==> src/rtl/neuron_pkg.sv <==
// Shared types and helpers for the time-multiplexed single-precision neuron.
package neuron_pkg;

   typedef enum logic [1:0] {
      IDLE  = 2'd0,
      ACCUM = 2'd1,
      FLUSH = 2'd2,
      OUT   = 2'd3
   } mac_state_t;

   localparam logic [31:0] FP_POS_ZERO = 32'h0000_0000;
   localparam logic [31:0] FP_QNAN     = 32'h7FC0_0000;

   // Any value with the sign bit set (including -0 and negative NaN) clamps to +0.
   function automatic logic [31:0] fp_relu(input logic [31:0] v);
      return v[31] ? FP_POS_ZERO : v;
   endfunction

endpackage

==> src/rtl/neuron_mac_seq_if.sv <==
// Operand and result valid/ready streams of the sequential neuron.
interface neuron_mac_seq_if;
   logic        in_valid;
   logic        in_ready;
   logic [31:0] in_x;
   logic [31:0] in_w;
   logic        out_valid;
   logic        out_ready;
   logic [31:0] out_data;

   modport master (output in_valid, in_x, in_w, out_ready,
                   input  in_ready, out_valid, out_data);
   modport slave  (input  in_valid, in_x, in_w, out_ready,
                   output in_ready, out_valid, out_data);
endinterface

==> src/rtl/ReLU.sv <==
// Rectifier on a single-precision value.
module ReLU
   import neuron_pkg::*;
(
   input  logic [31:0] x_i,
   output logic [31:0] y_o
);
   assign y_o = fp_relu(x_i);
endmodule

==> src/rtl/neuron_mac_seq_ctrl.sv <==
// Sequencer for the neuron MAC: FSM, beat counter, length clamp and handshake decode.
//   state | meaning
//   IDLE  | waiting for start; latches length
//   ACCUM | accepting operand pairs, one per cycle
//   FLUSH | folds the last product in, registers the activated result
//   OUT   | result held until downstream takes it
module neuron_mac_seq_ctrl
   import neuron_pkg::*;
#(
   parameter  int N_INPUTS = 64,
   localparam int CNT_W    = $clog2(N_INPUTS + 1)
) (
   input  logic             clk,
   input  logic             rst,
   input  logic             start_i,
   input  logic [CNT_W-1:0] len_i,
   input  logic             in_valid_i,
   input  logic             out_ready_i,
   output logic             in_ready_o,
   output logic             out_valid_o,
   output logic             busy_o,
   output logic             load_o,
   output logic             accept_o,
   output logic             flush_o
);
   mac_state_t       state_q, state_d;
   logic [CNT_W-1:0] cnt_q, cnt_d, len_q, len_d, len_clamp;
   logic             out_valid_q, out_valid_d;

   assign len_clamp = (len_i > CNT_W'(N_INPUTS)) ? CNT_W'(N_INPUTS) : len_i;

   always_ff @(posedge clk or posedge rst) begin
      if (rst) begin
         state_q     <= IDLE;
         cnt_q       <= '0;
         len_q       <= '0;
         out_valid_q <= 1'b0;
      end else begin
         state_q     <= state_d;
         cnt_q       <= cnt_d;
         len_q       <= len_d;
         out_valid_q <= out_valid_d;
      end
   end

   always_comb begin
      state_d = state_q;
      case (state_q)
         IDLE:    if (start_i) state_d = (len_clamp == '0) ? FLUSH : ACCUM;
         ACCUM:   if (accept_o && (cnt_q + CNT_W'(1) == len_q)) state_d = FLUSH;
         FLUSH:   state_d = OUT;
         OUT:     if (out_ready_i) state_d = IDLE;
         default: state_d = IDLE;
      endcase
   end

   always_comb begin
      in_ready_o  = (state_q == ACCUM);
      busy_o      = (state_q != IDLE);
      load_o      = (state_q == IDLE) && start_i;
      accept_o    = in_ready_o && in_valid_i;
      flush_o     = (state_q == FLUSH);
      out_valid_o = out_valid_q;
      cnt_d       = cnt_q;
      len_d       = len_q;
      out_valid_d = out_valid_q;
      if (load_o) begin
         cnt_d = '0;
         len_d = len_clamp;
      end
      if (accept_o) cnt_d = cnt_q + CNT_W'(1);
      if (flush_o) out_valid_d = 1'b1;
      else if (out_valid_q && out_ready_i) out_valid_d = 1'b0;
   end
endmodule

==> src/rtl/spfp_adder_subtractor.sv <==
// Combinational IEEE-754 single add/subtract, round-to-nearest-even, subnormals flushed to zero.
module spfp_adder_subtractor
   import neuron_pkg::*;
(
   input  logic [31:0] a_i,
   input  logic [31:0] b_i,
   input  logic        sub_i,
   output logic [31:0] y_o
);
   function automatic logic [4:0] lzc27(input logic [26:0] v);
      logic [4:0] n;
      n = 5'd27;
      for (int i = 0; i < 27; i++)
         if (v[i]) n = 5'(26 - i);
      return n;
   endfunction

   logic        sa, sb, sl, ss, swap, up, nan;
   logic [7:0]  ea, eb, el, d;
   logic [4:0]  sh, lz;
   logic [26:0] ml, ms, ms_al, norm;
   logic [53:0] al;
   logic [27:0] sum;
   logic [9:0]  e_n, e_f;
   logic [24:0] rnd;
   logic [22:0] mant;

   always_comb begin
      sa    = a_i[31];
      sb    = b_i[31] ^ sub_i;
      ea    = a_i[30:23];
      eb    = b_i[30:23];
      swap  = b_i[30:0] > a_i[30:0];
      sl    = swap ? sb : sa;
      ss    = swap ? sa : sb;
      el    = swap ? eb : ea;
      d     = swap ? (eb - ea) : (ea - eb);
      ml    = {1'b1, swap ? b_i[22:0] : a_i[22:0], 3'b000};
      ms    = {1'b1, swap ? a_i[22:0] : b_i[22:0], 3'b000};
      sh    = (d > 8'd27) ? 5'd27 : d[4:0];
      al    = {ms, 27'd0} >> sh;
      // Shifted-out bits collapse into a sticky bit so rounding still sees them.
      ms_al = al[53:27] | {26'd0, |al[26:0]};
      sum   = (sl == ss) ? ({1'b0, ml} + {1'b0, ms_al}) : ({1'b0, ml} - {1'b0, ms_al});
      lz    = lzc27(sum[26:0]);
      if (sum[27]) begin
         norm = {sum[27:2], |sum[1:0]};
         e_n  = {2'd0, el} + 10'd1;
      end else begin
         norm = sum[26:0] << lz;
         e_n  = {2'd0, el} - {5'd0, lz};
      end
      up   = norm[2] & ((|norm[1:0]) | norm[3]);
      rnd  = {1'b0, norm[26:3]} + {24'd0, up};
      e_f  = e_n + {9'd0, rnd[24]};
      mant = rnd[24] ? rnd[23:1] : rnd[22:0];
      nan  = (ea == 8'hFF && a_i[22:0] != 23'd0) || (eb == 8'hFF && b_i[22:0] != 23'd0) ||
             (ea == 8'hFF && eb == 8'hFF && sa != sb);

      if (sum == 28'd0)                y_o = FP_POS_ZERO;
      else if (e_f[9] || e_f == 10'd0) y_o = {sl, 31'd0};
      else if (e_f >= 10'd255)         y_o = {sl, 8'hFF, 23'd0};
      else                             y_o = {sl, e_f[7:0], mant};

      if (ea == 8'd0 && eb == 8'd0) y_o = {sa & sb, 31'd0};
      else if (ea == 8'd0)          y_o = {sb, b_i[30:0]};
      else if (eb == 8'd0)          y_o = a_i;

      if (nan)                 y_o = FP_QNAN;
      else if (ea == 8'hFF)    y_o = a_i;
      else if (eb == 8'hFF)    y_o = {sb, b_i[30:0]};
   end
endmodule

==> src/rtl/spfp_multiplier.sv <==
// Combinational IEEE-754 single multiply, round-to-nearest-even, subnormals flushed to zero.
module spfp_multiplier
   import neuron_pkg::*;
(
   input  logic [31:0] a_i,
   input  logic [31:0] b_i,
   output logic [31:0] p_o
);
   logic        s;
   logic [7:0]  ea, eb;
   logic [47:0] prod;
   logic [22:0] mn;
   logic        g, st;
   logic [9:0]  e, ef;
   logic [23:0] rnd;
   logic        nan;

   always_comb begin
      s    = a_i[31] ^ b_i[31];
      ea   = a_i[30:23];
      eb   = b_i[30:23];
      prod = {24'd0, 1'b1, a_i[22:0]} * {24'd0, 1'b1, b_i[22:0]};
      if (prod[47]) begin
         mn = prod[46:24];
         g  = prod[23];
         st = |prod[22:0];
      end else begin
         mn = prod[45:23];
         g  = prod[22];
         st = |prod[21:0];
      end
      e   = {2'd0, ea} + {2'd0, eb} - 10'd127 + {9'd0, prod[47]};
      rnd = {1'b0, mn} + {23'd0, g & (st | mn[0])};
      ef  = e + {9'd0, rnd[23]};
      nan = (ea == 8'hFF && a_i[22:0] != 23'd0) || (eb == 8'hFF && b_i[22:0] != 23'd0) ||
            (ea == 8'hFF && eb == 8'd0) || (eb == 8'hFF && ea == 8'd0);

      if (nan)                          p_o = FP_QNAN;
      else if (ea == 8'hFF || eb == 8'hFF) p_o = {s, 8'hFF, 23'd0};
      else if (ea == 8'd0 || eb == 8'd0)   p_o = {s, 31'd0};
      else if (ef[9] || ef == 10'd0)       p_o = {s, 31'd0};
      else if (ef >= 10'd255)              p_o = {s, 8'hFF, 23'd0};
      else                                 p_o = {s, ef[7:0], rnd[22:0]};
   end
endmodule

==> src/rtl/neuron_mac_seq.sv <==
// Sequential single-precision neuron: act(bias + sum x[i]*w[i]) with one shared multiplier and adder.
module neuron_mac_seq
   import neuron_pkg::*;
#(
   parameter  int N_INPUTS = 64,
   localparam int CNT_W    = $clog2(N_INPUTS + 1)
) (
   input  logic             clk,
   input  logic             rst,
   input  logic             start,
   input  logic [CNT_W-1:0] len,
   input  logic [31:0]      bias,
   input  logic             act_en,
   output logic             busy,
   neuron_mac_seq_if.slave  bus
);
   logic        load, accept, flush;
   logic [31:0] acc_q, acc_d, prod_q, prod_d, out_data_q, out_data_d;
   logic        prod_v_q, prod_v_d, act_en_q, act_en_d;
   logic [31:0] mul_p, add_b, add_s, relu_s;

   neuron_mac_seq_ctrl #(.N_INPUTS(N_INPUTS)) u_ctrl (
      .clk         (clk),
      .rst         (rst),
      .start_i     (start),
      .len_i       (len),
      .in_valid_i  (bus.in_valid),
      .out_ready_i (bus.out_ready),
      .in_ready_o  (bus.in_ready),
      .out_valid_o (bus.out_valid),
      .busy_o      (busy),
      .load_o      (load),
      .accept_o    (accept),
      .flush_o     (flush)
   );

   spfp_multiplier u_mul (.a_i(bus.in_x), .b_i(bus.in_w), .p_o(mul_p));

   // The single adder serves both accumulation and the final flush of the pending product.
   assign add_b = prod_v_q ? prod_q : FP_POS_ZERO;
   spfp_adder_subtractor u_add (.a_i(acc_q), .b_i(add_b), .sub_i(1'b0), .y_o(add_s));

   ReLU u_relu (.x_i(add_s), .y_o(relu_s));

   always_comb begin
      acc_d      = acc_q;
      act_en_d   = act_en_q;
      prod_d     = accept ? mul_p : prod_q;
      prod_v_d   = accept;
      out_data_d = out_data_q;
      if (load) begin
         acc_d    = bias;
         act_en_d = act_en;
      end else if (prod_v_q) begin
         acc_d = add_s;
      end
      if (flush) out_data_d = act_en_q ? relu_s : add_s;
   end

   always_ff @(posedge clk or posedge rst) begin
      if (rst) begin
         acc_q      <= '0;
         prod_q     <= '0;
         prod_v_q   <= 1'b0;
         act_en_q   <= 1'b0;
         out_data_q <= '0;
      end else begin
         acc_q      <= acc_d;
         prod_q     <= prod_d;
         prod_v_q   <= prod_v_d;
         act_en_q   <= act_en_d;
         out_data_q <= out_data_d;
      end
   end

   assign bus.out_data = out_data_q;
endmodule

==> src/flat_wrapper.sv <==
// flat-port wrapper written by rule: the top's interface ports become plain ports
module neuron_mac_seq_flat import neuron_pkg::*;
#(
   parameter  int N_INPUTS = 64,
   localparam int CNT_W    = $clog2(N_INPUTS + 1)
)
  (clk, rst, start, len, bias, act_en, busy, bus_in_valid, bus_in_x, bus_in_w, bus_out_ready, bus_in_ready, bus_out_valid, bus_out_data);
  neuron_mac_seq_if bus_i ();
  input  logic clk;
  input  logic rst;
  input  logic start;
  input  logic [CNT_W-1:0] len;
  input  logic [31:0] bias;
  input  logic act_en;
  output logic busy;
  input wire logic [$bits(bus_i.in_valid)-1:0] bus_in_valid;
  input wire logic [$bits(bus_i.in_x)-1:0] bus_in_x;
  input wire logic [$bits(bus_i.in_w)-1:0] bus_in_w;
  input wire logic [$bits(bus_i.out_ready)-1:0] bus_out_ready;
  output wire logic [$bits(bus_i.in_ready)-1:0] bus_in_ready;
  output wire logic [$bits(bus_i.out_valid)-1:0] bus_out_valid;
  output wire logic [$bits(bus_i.out_data)-1:0] bus_out_data;
  assign bus_i.in_valid = bus_in_valid;
  assign bus_i.in_x = bus_in_x;
  assign bus_i.in_w = bus_in_w;
  assign bus_i.out_ready = bus_out_ready;
  assign bus_in_ready = bus_i.in_ready;
  assign bus_out_valid = bus_i.out_valid;
  assign bus_out_data = bus_i.out_data;
  neuron_mac_seq #(.N_INPUTS(N_INPUTS)) u_core (.clk(clk), .rst(rst), .start(start), .len(len), .bias(bias), .act_en(act_en), .busy(busy), .bus(bus_i));
endmodule
==> config.mk <==
export PLATFORM = sky130hd
export DESIGN_NAME = neuron_mac_seq_flat
export DESIGN_NICKNAME = d
export VERILOG_FILES = /design/src/rtl/neuron_pkg.sv /design/src/rtl/neuron_mac_seq_if.sv /design/src/rtl/ReLU.sv /design/src/rtl/neuron_mac_seq_ctrl.sv /design/src/rtl/spfp_adder_subtractor.sv /design/src/rtl/spfp_multiplier.sv /design/src/rtl/neuron_mac_seq.sv /design/src/flat_wrapper.sv
export SDC_FILE = /design/constraint.sdc
export NUM_CORES = 2
export LEC_CHECK = 0
export CORE_MARGIN = 2
export CORE_UTILIZATION = 40
export DETAILED_ROUTE_END_ITERATION = 8
export GPL_ROUTABILITY_DRIVEN = 0
export PLACE_DENSITY = 0.63
export SLEW_MARGIN = 20
export SYNTH_ARGS = -nofsm -noshare
export SYNTH_HDL_FRONTEND = slang
export SYNTH_HIERARCHICAL = 1
export SYNTH_SLANG_ARGS = --single-unit
export TNS_END_PERCENT = 100
==> constraint.sdc <==
create_clock -name clk -period 36.5 [get_ports clk]
set_clock_uncertainty 0.1 [all_clocks]
set_input_delay 9.125 -clock clk [delete_from_list [all_inputs] [get_ports clk]]
set_output_delay 9.125 -clock clk [all_outputs]
set_load 0.01 [all_outputs]
# After elaboration in Yosys (flattened, before gate mapping)
# Cells that the tools add are included.
[classes]
n_lt_le_gt_ge = 5
div = 0
n_mul = 1
n_reduce_logical = 45
n_bitwise = 7
n_shift = 2
eq_ne = 13
n_addsub = 14
mux = 70
[ops]
columns = ["op", "n"]
rows = [
  ["$mux 32", 12],
  ["$mux 31", 7],
  ["$mux 5", 27],
  ["$mux 23", 4],
  ["$reduce_bool 23->1", 4],
  ["$shr 54x5->54", 1],
  ["$mul 24x24->48", 1],
  ["$eq 8x8->1 const B", 4],
  ["$logic_not 8->1", 4],
  ["$gt 31x31->1", 1],
  ["$add 10x1->10", 3],
  ["$add 27x27->28", 1],
  ["$logic_not 28->1", 1],
  ["$mux 28", 1],
  ["$sub 27x27->28", 1],
  ["$mux 27", 1],
  ["$or 27x1->27", 1],
  ["$reduce_or 27->1", 1],
  ["$shl 27x5->27", 1],
  ["$add 24x1->25", 1],
  ["$add 23x1->24", 1],
  ["$reduce_or 23->1", 1],
  ["$reduce_or 22->1", 1],
  ["$mux 7", 3],
  ["32 further kinds", 74],
]
[totals]
latch_bits = 0
wordCells = 166
in_bits = 109
out_inout_bits = 35
mem_bits_rw = 0
memories = 0
regBits = 115
mem_bits_ro = 0

# Longest topological paths before layout
[depth]
ltp_word = 56
depth_mapped = 72
depth_no_buf = 63

# Cells and area by module
# Netlist, hierarchy kept.
[modules_own_cells]
columns = ["mod", "area_each_um2", "cells_per_inst", "n_inst", "seq_area_each_um2"]
rows = [
  ["spfp_multiplier", 21095.2, 2527, 1, 0.0],
  ["spfp_adder_subtractor", 13760.7, 2193, 1, 0.0],
  ["neuron_mac_seq", 4528.1, 386, 1, 2452.4],
  ["neuron_mac_seq_ctrl", 996.0, 105, 1, 425.4],
  ["ReLU", 239.0, 36, 1, 0.0],
]

# Worst setup path after synthesis
# Ideal clock, no wire load.
[synth_timing]
path_kind = "input to register"
start = "input port bus_in_w[12]"
end = "register u_core.prod_q[3]"
setup_ps = 64
slack_ps = 17182
cell_stages = 42
path_buffers = 4
t_required_ps = 36336
t_arrival_ps = 19154
cell_sequence = "clkbuf_1 clkbuf_1 nand2_1 fa_1 inv_1 fa_1 inv_1 fa_1 inv_1 fa_1 fa_1 fa_1 inv_1 fa_1 inv_1 ha_1 clkbuf_1 a21oi_1 (+6 left out) xnor2_1 nor2_1 a21oi_1 nor4_1 fa_1 fa_1 a21o_1 a21oi_1 o21bai_1 a21oi_1 nor2b_1 o21a_1 or3_1 a31oi_1 nand3_1 clkbuf_1 a211oi_1 mux2_4"
[synth_between]
elab_chain_len = 13
elab_cells_between_ends = 24
cone_classes = "3 x add/sub; 1 x mul; 1 x order compare; 8 x mux; 2 x bitwise; 9 x reduce/logical"
[synth_lines]
columns = ["item", "line", "rtl"]
rows = [
  ["start, declared", "flat_wrapper.sv:18", "input wire logic [$bits(bus_i.in_w)-1:0] bus_in_w;"],
  ["$mul 24x24->48", "spfp_multiplier.sv:22", "prod = {24'd0, 1'b1, a_i[22:0]} * {24'd0, 1'b1, b_i[22:0]};"],
  ["$reduce_or 23->1 / $reduce_or 22->1 (equally long branches)", "spfp_multiplier.sv:26, spfp_multiplier.sv:30", ""],
  ["$mux 1", "spfp_multiplier.sv:23", "if (prod[47]) begin"],
  ["$or 1x1->1", "spfp_multiplier.sv:33", "rnd = {1'b0, mn} + {23'd0, g & (st | mn[0])};"],
  ["$and 1x1->1", "spfp_multiplier.sv:33", ""],
  ["$add 23x1->24", "spfp_multiplier.sv:33", ""],
  ["$add 10x1->10", "spfp_multiplier.sv:34", "ef = e + {9'd0, rnd[23]};"],
  ["$ge 10x8->1 / $logic_not 10->1 (equally long branches)", "spfp_multiplier.sv:42, spfp_multiplier.sv:41", ""],
  ["$mux 31 / $logic_or 1x1->1 (equally long branches)", "spfp_multiplier.sv:42, spfp_multiplier.sv:41", ""],
  ["$mux 31", "spfp_multiplier.sv:41", "else if (ef[9] || ef == 10'd0) p_o = {s, 31'd0};"],
  ["$mux 31", "spfp_multiplier.sv:40", "else if (ea == 8'd0 || eb == 8'd0) p_o = {s, 31'd0};"],
  ["$mux 31", "spfp_multiplier.sv:39", "else if (ea == 8'hFF || eb == 8'hFF) p_o = {s, 8'hFF, 23'd0};"],
  ["$mux 32 (*)", "spfp_multiplier.sv:38", "if (nan) p_o = FP_QNAN;"],
  ["named net u_core.mul_p[3]", "neuron_mac_seq.sv:20", "logic [31:0] mul_p, add_b, add_s, relu_s;"],
  ["end signal, assigned", "neuron_mac_seq.sv:69", "prod_q <= prod_d;"],
  ["end, declared", "neuron_mac_seq.sv:18", "logic [31:0] acc_q, acc_d, prod_q, prod_d, out_data_q, out_data_d;"],
]
# Mark *: on every way through the listed nets, which the timed path passes. The rest lies on a longest branch.
# A chain may end at the register's enable or synchronous reset.

# Worst setup path in the final report
[layout_timing]
start = "input port bus_in_w[19]"
end = "register u_core.prod_q[9]"
# Same word-level chain as after synthesis.

==> results_dict.tcl <==
set metrics [dict create \
    status "complete, no violations" \
    synth_edf_count 0 \
    die_w_um 323 \
    period_share_pct 59.0 \
    ios 144 \
    netlist_instances 5247 \
    fin_tns_setup_ns 0 \
    dp_hpwl_mm 107 \
    clk_latency_ns 0.42 \
    yosys.area.top_type "fa_1" \
    setup_slack_ns 14.96 \
    core_area_mm2 0.100 \
    core.rowCount 116 \
    fin_crit_ns 21.54 \
    die-area_mm2 0.104 \
    ant_nets 0 \
    synth.most_common_cell "inv_1" \
    drt-vias-per-instance 5.96 \
    cp_data_required_time_ns 36.76 \
    synth_seq_area_share_pct 7.08 \
    drive_above_1_share_pct 5.12 \
    async_reset_ff_share_pct 100 \
    post_cts_resized 0 \
    path_common_cell "fa_1" \
    slew_headroom_pct 10.6 \
    cts-root-buf "clkbuf_16" \
    worstMarginPinSlew_ns 1.33 \
    slowest_delay_ns 1.00 \
    nNetsFinal 6065 \
    wire_per_inst_um 21.3 \
    antenna_cells 0 \
    tritoncts "done" \
    drtIter0Drc 4870 \
    cp_max_fo 35 \
    synth_top_area_share_pct 24.1 \
    cts_htree_levels 4 \
    drv_cap 0 \
    cts_num_sinks 115 \
    preCtsSetupSlack_ns 14.55 \
    synth_top_flop_cell "dfrtp_1" \
    synthTopCellsByArea "fa_1 24%, ha_1 8.9%, dfrtp_1 7.1%" \
    holdBufCountCts 0 \
    cts_made_buffers 17 \
    antenna_found_initial 1 \
    finalSetupViolations 0 \
    crit_buf_inv 6 \
    dr_total_vias 39100 \
    synth_area_per_cell_um2 7.74 \
    path_class "in2reg" \
    initial_core_util_pct 40.4 \
    grt_pass1_wl_mm 220 \
    clk_path_buf_depth 2 \
    grt_max_degree 77 \
    dr.pass1.iters 8 \
    syn_nets 6134 \
    cp_top_family "adder cells" \
    grt_use_total_pct 26.7 \
    whs_path_depth 1 \
    hold_viol_final 0 \
    ys_seq_elements 115 \
    clock.fmax_mhz 46.4 \
    io_buffers 143 \
    grt_pass1_vias 38600 \
    clk_pin_slew_ns 0.06 \
    min_path_type "reg2reg" \
    routed_wl_mm 140 \
    arrival_ns 21.81 \
    crit_cells 39 \
    grt-ovfl-total 0 \
    rsz0062_at_grt "false" \
    cp-start-kind "primary input" \
    postCtsSetupRepairBufs 0 \
    cp-end-kind "register" \
    area_growth_pct 6.83 \
    ys_types 122 \
    synth_top_cells_by_count "729 x inv_1, 598 x nand2_1, 488 x fa_1" \
    syn-cell-area_mm2 0.0406 \
    whs_ns 0.378 \
    slowest_stage "clkdlybuf4s50_1" \
    drv_slew 0 \
    die_h_um 323 \
    drcViolationCount 0 \
    reg2regPathDepth 54 \
    yosysWarnings 6 \
]
-- layout by cell type, fill, tap and decap left out, types with 62 or more instances in the layout --
master and n:
inv_1 727, nand2_1 598, fa_1 488, nor2_1 320, a21oi_1 309, and2_1 294, ha_1 289, o21ai_0 244
clkdlybuf4s50_1 139, nand3_1 130, mux2i_1 113, dfrtp_1 113, nor3_1 88, xnor2_1 83, buf_4 68, a211oi_1 64
nor4_1 62
-- worst paths after layout --
path,to,slack [ns],from
min in group asynchronous,u_core/acc_q[26]$_DFFE_PP0P_,9.01,rst
max in group asynchronous,u_core/act_en_q$_DFFE_PP0P_,26.02,rst
setup reg to reg,u_core/bus.out_data[12]$_DFFE_PP0P_,17.28,u_core/prod_v_q$_DFF_PP0_
hold / removal,u_core/u_ctrl/out_valid_o$_DFFE_PP0P_,0.38,u_core/u_ctrl/out_valid_o$_DFFE_PP0P_
setup / recovery,u_core/prod_q[9]$_DFFE_PP0P_,14.96,bus_in_w[19]
hold reg to reg,u_core/u_ctrl/out_valid_o$_DFFE_PP0P_,0.38,u_core/u_ctrl/out_valid_o$_DFFE_PP0P_
-- final cells by class --
cell class                 count  area, um2
clock inverter                12        178
inverter                     740       2780
clock buffer                  20        467
tap                         1357       1700
fill                       10200      57000
sequential                   115       2880
timing repair buffer         211       1920
multi-input combinational   4093      33500
-- state kept, by name, summed over array words and instances (netlist names) --
name                       flops
u_core/acc_q                  32
u_core/bus.out_data           32
u_core/prod_q                 32
u_core/u_ctrl/cnt_q            7
u_core/u_ctrl/len_q            7
u_core/u_ctrl/state_q          2
u_core/act_en_q                1
u_core/prod_v_q                1
u_core/u_ctrl/out_valid_o      1
-- metal layers --
metal | GRT usage [%] | part of all wire (%) | up-vias
li1 | - | - | 17600
met5 | 0 | 0.0093 | -
met1 | 35.6 | 41 | 18900
met2 | 42.1 | 44 | 2120
met3 | 6.09 | 11 | 444
met4 | 10.4 | 4.4 | 2
-- logic make-up (layout without fill, tap and decap cells) --
family | Yosys count | after routing | synth area share [%]
buf+inv | 1039 | 983 | 10.6
simple gates | 1815 | 1815 | 22.4
fa+ha+maj | 778 | 778 | 33.0
compound gates | 1195 | 1195 | 19.5
xor+xnor | 137 | 137 | 3.02
other cells | 2 | 2 | 0.0185
flops | 115 | 115 | 7.08
mux | 166 | 166 | 4.34
-- through the flow --
stage | cell area (um2) | utilization, % | instances
floorplan | 40600 | - | 5247
global placement | 42800 | 42.6 | 6516
detailed placement | 42700 | 42.6 | 6516
CTS | 43400 | 43.2 | 6548
global route | 43400 | 43.2 | 6548
finish | 43400 | 43.2 | 6548
Power is not shown: default switching activity piles up to over one toggle a cycle in this logic, so the estimate is an artifact.
